## config.mk

```make
export PLATFORM = sky130hd
export DESIGN_NAME = reg_file_multiport
export DESIGN_NICKNAME = d
export VERILOG_FILES = /design/src/rtl/reg_file_pkg.sv /design/src/rtl/reg_file_dump_fsm.sv /design/src/rtl/reg_file_multiport.sv
export SDC_FILE = /design/constraint.sdc
export NUM_CORES = 2
export LEC_CHECK = 0
export CORE_ASPECT_RATIO = 0.6
export CORE_UTILIZATION = 55
export CTS_BUF_LIST = sky130_fd_sc_hd__clkbuf_4
export CTS_CLUSTER_DIAMETER = 60
export CTS_CLUSTER_SIZE = 40
export DETAILED_ROUTE_END_ITERATION = 8
export PLACE_DENSITY = 0.86
export SKIP_LAST_GASP = 1
export SYNTH_ARGS = -nofsm -noshare
export SYNTH_HDL_FRONTEND = slang
export SYNTH_HIERARCHICAL = 1
export SYNTH_SLANG_ARGS = --single-unit
```

## constraint.sdc

```tcl
create_clock -name i_clk -period 2.8 [get_ports i_clk]
set_input_delay 0.56 -clock i_clk [delete_from_list [all_inputs] [get_ports i_clk]]
set_output_delay 0.56 -clock i_clk [all_outputs]
set_load 0.1 [all_outputs]
```

## src/rtl/reg_file_pkg.sv

```systemverilog
// Shared definitions for the multiport register file: default widths and dump FSM state encoding.
package reg_file_pkg;

    localparam int DEF_DATA_WIDTH = 32;
    localparam int DEF_ADDR_WIDTH = 5;
    localparam int DEF_NUM_READ   = 2;

    typedef logic [1:0] dump_state_t;

    localparam dump_state_t DUMP_IDLE = 2'd0;
    localparam dump_state_t DUMP_SEND = 2'd1;
    localparam dump_state_t DUMP_DONE = 2'd2;

endpackage

```

## src/rtl/reg_file_dump_fsm.sv

```systemverilog
// Dump engine: walks every register index once over a valid/ready handshake.
//
// state | meaning
// IDLE  | waiting for i_dump_start
// SEND  | presenting word idx, advances on i_dump_ready
// DONE  | one-cycle completion pulse, then back to IDLE
module reg_file_dump_fsm
    import reg_file_pkg::*;
#(
    parameter int DEPTH      = 32,
    parameter int ADDR_WIDTH = $clog2(DEPTH)
) (
    input  logic                  i_clk,
    input  logic                  i_reset,
    input  logic                  i_dump_start,
    input  logic                  i_dump_ready,
    output logic                  o_dump_valid,
    output logic                  o_dump_done,
    output logic                  o_dump_busy,
    output logic [ADDR_WIDTH-1:0] o_dump_idx
);

    localparam logic [ADDR_WIDTH-1:0] LAST_IDX = ADDR_WIDTH'(DEPTH - 1);

    dump_state_t           state;
    logic [ADDR_WIDTH-1:0] idx;

    always_ff @(posedge i_clk) begin
        if (i_reset) begin
            state <= DUMP_IDLE;
            idx   <= '0;
        end else begin
            case (state)
                DUMP_IDLE: begin
                    if (i_dump_start) begin
                        state <= DUMP_SEND;
                        idx   <= '0;
                    end
                end
                DUMP_SEND: begin
                    // Leaving SEND at the last index keeps idx from wrapping
                    if (i_dump_ready) begin
                        if (idx == LAST_IDX) begin
                            state <= DUMP_DONE;
                        end else begin
                            idx <= idx + 1'b1;
                        end
                    end
                end
                DUMP_DONE: state <= DUMP_IDLE;
                default:   state <= DUMP_IDLE;
            endcase
        end
    end

    assign o_dump_valid = (state == DUMP_SEND);
    assign o_dump_done  = (state == DUMP_DONE);
    assign o_dump_busy  = (state != DUMP_IDLE);
    assign o_dump_idx   = idx;

endmodule

```

## src/rtl/reg_file_multiport.sv

```systemverilog
// Multiport register file with hardwired-zero option and register dump engine.
// Optional same-cycle write-to-read forwarding is enabled by defining REG_FILE_BYPASS_EN.
module reg_file_multiport
    import reg_file_pkg::*;
#(
    parameter int DATA_WIDTH    = DEF_DATA_WIDTH,
    parameter int ADDR_WIDTH    = DEF_ADDR_WIDTH,
    parameter int NUM_READ      = DEF_NUM_READ,
    parameter bit HARDWIRE_ZERO = 1'b1
) (
    input  logic                           i_clk,
    input  logic                           i_reset,
    input  logic                           i_write_enable,
    input  logic [ADDR_WIDTH-1:0]          i_write_reg,
    input  logic [DATA_WIDTH-1:0]          i_data_write,
    input  logic [NUM_READ*ADDR_WIDTH-1:0] i_read_addr,
    output logic [NUM_READ*DATA_WIDTH-1:0] o_read_data,
    input  logic                           i_dump_start,
    input  logic                           i_dump_ready,
    output logic                           o_dump_valid,
    output logic [ADDR_WIDTH-1:0]          o_dump_idx,
    output logic [DATA_WIDTH-1:0]          o_dump_data,
    output logic                           o_dump_done,
    output logic                           o_dump_busy
);

    localparam int DEPTH = 2 ** ADDR_WIDTH;

    logic [DATA_WIDTH-1:0] regs [DEPTH];
    logic                  write_ok;
    logic [ADDR_WIDTH-1:0] dump_idx;

    assign write_ok = i_write_enable && !(HARDWIRE_ZERO && (i_write_reg == '0));

    always_ff @(posedge i_clk) begin
        if (i_reset) begin
            for (int i = 0; i < DEPTH; i++) begin
                regs[i] <= '0;
            end
        end else if (write_ok) begin
            regs[i_write_reg] <= i_data_write;
        end
    end

    // Shared by the read ports and the dump path so zero/bypass rules stay identical
    function automatic logic [DATA_WIDTH-1:0] read_word(input logic [ADDR_WIDTH-1:0] addr);
        if (HARDWIRE_ZERO && (addr == '0)) begin
            return '0;
        end
`ifdef REG_FILE_BYPASS_EN
        if (i_write_enable && (i_write_reg == addr)) begin
            return i_data_write;
        end
`endif
        return regs[addr];
    endfunction

    always_comb begin
        o_read_data = '0;
        for (int k = 0; k < NUM_READ; k++) begin
            o_read_data[k*DATA_WIDTH +: DATA_WIDTH] =
                read_word(i_read_addr[k*ADDR_WIDTH +: ADDR_WIDTH]);
        end
    end

    always_comb begin
        o_dump_data = read_word(dump_idx);
    end

    assign o_dump_idx = dump_idx;

    reg_file_dump_fsm #(
        .DEPTH      (DEPTH),
        .ADDR_WIDTH (ADDR_WIDTH)
    ) u_dump_fsm (
        .i_clk        (i_clk),
        .i_reset      (i_reset),
        .i_dump_start (i_dump_start),
        .i_dump_ready (i_dump_ready),
        .o_dump_valid (o_dump_valid),
        .o_dump_done  (o_dump_done),
        .o_dump_busy  (o_dump_busy),
        .o_dump_idx   (dump_idx)
    );

endmodule

```

* After elaboration in Yosys (flattened, before gate mapping)
Memory sizes are Yosys's and may differ from the RTL's. A register that Yosys moved wholly into a read port is not among the register bits.
Cells that the tools add are included.
** Storage, ports and cells
- Bits in registers :: 7
- RAM bits :: 1024
- Word-level logic and storage cells :: 50
- Memories kept :: 1
** Operators by class
- Add/subtract/negate cells :: 1
- Equal/unequal tests :: 7
- Mux-type cells :: 27
- Reduce and logical (&&, ||, !) cells :: 12
** Memories
- regs :: words 32, width 32, rd ports 3, clocked after memory_dff 1, write ports 32, RTL line reg_file_multiport.sv:29 : logic [DATA_WIDTH-1:0] regs [DEPTH];
** Operators with widths (number)
- $mux 32 :: 7
- $reduce_or 32->1 :: 1
- $mux 5 :: 6
- $logic_not 5->1 :: 4
- $pmux 5 s2 :: 1
- $mux 1 :: 9
- $mux 2 :: 3
- $ne 2x2->1 const B :: 3
- $add 5x1->5 const B :: 1
- $eq 5x5->1 const B :: 1
- $pmux 2 s2 :: 1
- $reduce_and 4->1 :: 1
- $reduce_bool 2->1 :: 2
- $reduce_and 3->1 :: 1
- $eq 2x1->1 const B :: 1
- $eq 2x2->1 const B :: 1
- $logic_not 2->1 :: 1
- $ne 2x1->1 const B :: 1
- $logic_and 1x1->1 :: 1
- $logic_not 1->1 :: 1

* Longest topological paths before layout
- Depth after elaboration :: 8
- Mapped depth :: 9
- Mapped depth without buffers :: 6

* By module
Netlist, hierarchy kept.
** By module, submodules not included
- reg_file_multiport :: times used 1, cells an instance 4255, area an instance 62628.8 um2, seq. area each 30749.5 um2
- reg_file_dump_fsm :: times used 1, cells an instance 41, area an instance 369.1 um2, seq. area each 140.1 um2

* Worst setup path after synthesis
No wires, ideal clock.
- Path type :: register to output
- Start point :: register u_dump_fsm.idx[1], in the netlist u_dump_fsm/o_dump_idx[1]
- End point :: output o_dump_data[2]
- Arrival :: 5.186 ns
- Setup slack :: -2.946 ns
- Cell stages (with the launch flop) :: 10
- Buffers on the path :: 5
- Path through :: dfxtp_1 -> buf_2 -> buf_4 -> buf_4 -> buf_6 -> nor2_1 -> clkbuf_1 -> a22oi_1 -> a21oi_1 -> nor4_1
** On the way
- Longest elaborated chain between the ends :: 3
** Ends and longest elaborated chain
- start: declaration :: RTL line reg_file_dump_fsm.sv:26 : logic [ADDR_WIDTH-1:0] idx;
- start signal: assignment :: RTL line reg_file_dump_fsm.sv:46 : idx <= idx + 1'b1;
- $logic_not 5->1 :: RTL line reg_file_multiport.sv:47 : if (HARDWIRE_ZERO && (addr == '0)) begin
- $mux 1 :: RTL line reg_file_multiport.sv:47
- $mux 32 :: RTL line reg_file_multiport.sv:55 : return regs[addr];
- end: declaration :: RTL line reg_file_multiport.sv:22 : output logic [DATA_WIDTH-1:0] o_dump_data,
No other way between the ends.

* Worst setup path in the final report
- Start point :: register u_dump_fsm.idx[1], in the netlist u_dump_fsm/o_dump_idx[1]
- End point :: output o_dump_data[30]
Same word-level chain as after synthesis.

==> results_dict.tcl <==
set metrics [dict create \
    yosysSeqAreaShare_pct 49.0 \
    overflow 0 \
    area_growth_syn_to_layout_pct 24.5 \
    setup_viol 96 \
    grt_usage_pct 39.6 \
    dp_hpwl_um 153000 \
    h-tree-depth 2 \
    rr_endpoint "u_dump_fsm/o_dump_idx[3]" \
    crit_type "reg -> out" \
    crit_path_end_kind "output pin" \
    p_comb_share_pct 25.7 \
    grt_max_degree 70 \
    max_freq_mhz 238 \
    fin_nets 4894 \
    cp-endpoint "o_dump_data[30]" \
    worst-path-max-fanout 8 \
    status "complete, but fails checks" \
    hold_violations 0 \
    cts_buffers 47 \
    wire_per_inst_um 36.9 \
    cap_violations 0 \
    num_rows 95 \
    clk_latency_ns 1.09 \
    synthFlopType "edfxtp_1" \
    grt_pass1_wl_um 331000 \
    synth-edff-count 1024 \
    fp.dieW_um 439 \
    r2r_slack_ns 0.63 \
    finalClockSkew_ns 0.00135 \
    dieHeight_um 264 \
    seqPwrFrac_pct 53.4 \
    p_per_area_nw_per_um2 444 \
    rr_startpoint "u_dump_fsm/o_dump_idx[0]" \
    drt_pre_antenna_iters 6 \
    synth_top_area_cell "edfxtp_1" \
    viasPerCell 7.58 \
    power.leakage_nw 27.0 \
    start_util_pct 55.8 \
    switching_power_mw 11.6 \
    clock-sinks 1031 \
    syn_inst 4296 \
    swShare_pct 33.3 \
    hp-class "in -> reg" \
    drt-total-wl_um 236000 \
    maxSlewViolCount 0 \
    core_area_um2 113000 \
    synth-seq-cells 1031 \
    mostFrequentLayoutCells "edfxtp_1, and2_1, mux4_2, buf_4, mux2i_1" \
    synth-async-reset-ratio_pct 0 \
    dieArea_um2 116000 \
    yosysUniqueCellTypes 55 \
    clock_path_buffers 3 \
    clkPwrFrac_pct 21.0 \
    drc 0 \
    drtIter0Drc 9461 \
    synth_warnings 6 \
    ioPinCount 156 \
    layout_commonest_cell "edfxtp_1" \
    crit_required_ns 2.24 \
    fill_cells 6839 \
    grt_pass1_vias 47300 \
    multiInputGateArea_um2 33400 \
    synth_area_leaders "edfxtp_1, mux4_2, and2_1" \
    critPathLaunch "u_dump_fsm/o_dump_idx[1]" \
    ir_drop_mv 0.578 \
    timing.final.ws_setup_ns -1.40 \
    cp-start-kind "register" \
    cp.arrival_ns 3.64 \
    stdcell_count 6397 \
    intPower_mw 23.2 \
    syn_area_um2 63000 \
    route.vias.total 48500 \
    regArea_um2 30900 \
    maxSlewHeadroom_pct 17.6 \
    portBuffers 155 \
    rsz0062_at_grt "true" \
    antenna_found_initial 19 \
    clk_pin_slew_ns 0.27 \
    gp_congestion 0.981 \
    drive_above_1_share_pct 44.3 \
    dp_cells 6112 \
    reg2regPathDepth 8 \
    drtAntennaViolNets 0 \
    fin_crit_ns 4.20 \
    fin_crit_sh_pct 150 \
    clockRootBuffer "clkbuf_4" \
    cts_tree "yes" \
    violations "setup timing" \
    place_ws_ns -0.866 \
    worst_pin_slew_ns 1.23 \
    syn_avg_cell_area_um2 14.7 \
    synth_top_cell_area_share_pct 48.8 \
]
metal layers:
metal,up-vias,global-route usage [%],part of all wire (%),wire length [µm]
met5,-,0.372,0.059,139
met4,12,22.4,7.3,17300
met3,1118,14.2,18,43100
met2,5597,56.6,43,101000
met1,23700,52.7,32,75000
li1,18100,-,-,-
power groups by stage:
stage / combinational, mW / clock, mW / sequential (mW)
5_1_grt: 9.06 / 7.66 / 18.6
4_1_cts: 8.54 / 7.19 / 18.5
3_3_place_gp: 8.10 / 0 / 18.8
2_1_floorplan: 5.19 / 0 / 18.5
3_5_place_dp: 8.22 / 0 / 18.8
6_report: 8.94 / 7.29 / 18.6
worst min-delay path by stage:
| stage | from | end | slack (ns) | cells past startpoint |
|---|---|---|---|---|
| floorplan | u_dump_fsm/state[1] | u_dump_fsm/state[0] | 0.52 | 1 |
| global placement | u_dump_fsm/o_dump_idx[4] | u_dump_fsm/o_dump_idx[4] | 0.55 | 2 |
| detailed placement | u_dump_fsm/o_dump_idx[4] | u_dump_fsm/o_dump_idx[4] | 0.56 | 2 |
| CTS | i_dump_start | u_dump_fsm/state[0] | 0.03 | 3 |
| global route | i_dump_start | u_dump_fsm/state[0] | 0.08 | 3 |
| finish | i_dump_start | u_dump_fsm/state[0] | 0.08 | 3 |
sequential cells by signal, summed over array words and instances, names as in the netlist:
register,count
regs,1024
u_dump_fsm/o_dump_idx,5
u_dump_fsm/state,2
synthesized netlist by cell type (all sizes together), types with 3 or more instances:
cell and number:
edfxtp 1024, and2 1013, mux4 659, clkbuf 322, mux2i 308, buf 168, o22ai 94, a22oi 88
mux2 68, nor3 65, a211oi 54, a22o 53, a21oi 50, nor2b 49, nor2 37, or2 35
nand2 29, a2111oi 28, o221ai 26, nor4 25, o32ai 16, nand2b 12, nand3 11, a32o 7
dfxtp 7, a31oi 6, nand3b 5, or3b 5, a311oi 4, nor3b 4, and3 3, o21ai 3
cell type report:
type	count	share of cell area (%)
Timing Repair Buffer	954	14.1
Inverter	3	0.0144
Multi-Input combinational cell	2803	42.6
Antenna cell	17	0.0543
Clock inverter	37	0.902
Sequential cell	1031	39.4
Clock buffer	49	0.469
Tap cell	1503	2.40
stage by stage:
stage	hold WS, ns	utilization, %	setup TNS (ns)	power [mW]	area (µm²)
floorplan	0.515	-	-30.41	23.7	66000
detailed placement	0.556	65.8	-37.63	27.1	74200
global route	0.0809	69.5	-103.66	35.3	78400
finish	0.0813	69.5	-99.94	34.8	78400
CTS	0.0251	68.5	-100.55	34.2	77200
global placement	0.547	65.8	-36.35	26.9	74200
repair_timing:
| action | CTS | global route |
|---|---|---|
| cloned | 11 | 8 |
| endpoints found under the setup margin | 98 | 97 |
| hold endpoints to repair | 13 | 0 |
| pin swaps | 113 | 75 |
| setup buffers | 110 | 77 |
| hold buffers | 1 | 0 |
| gates resized for setup | 143 | 82 |
critical path, stage by stage (launching register included):
cell       delay [ns]
dfxtp_4          0.41
buf_12           0.13
buf_16           0.17
clkbuf_16        0.22
buf_12           0.14
and2_4           0.20
buf_12           0.14
clkbuf_16        0.17
buf_4            0.14
a22oi_2          0.21
a21oi_2          0.10
nor4_4           0.28
buf_12           0.23
cell families (layout without fill, tap and decap cells):
family                     count (synthesis)  after routing  synth area share [%]
muxes                                   1035           1035                  29.7
adders and majority gates                  2              2                0.0397
buffers and inverters                    493           1043                  3.59
other                                      1             49               0.00595
DFF                                     1031           1031                  49.0
and+or+nand+nor                         1302           1302                  12.6
AOI/OAI and AO/OA                        432            432                  5.02
No activity file was read; power rests on OpenSTA's default activity.
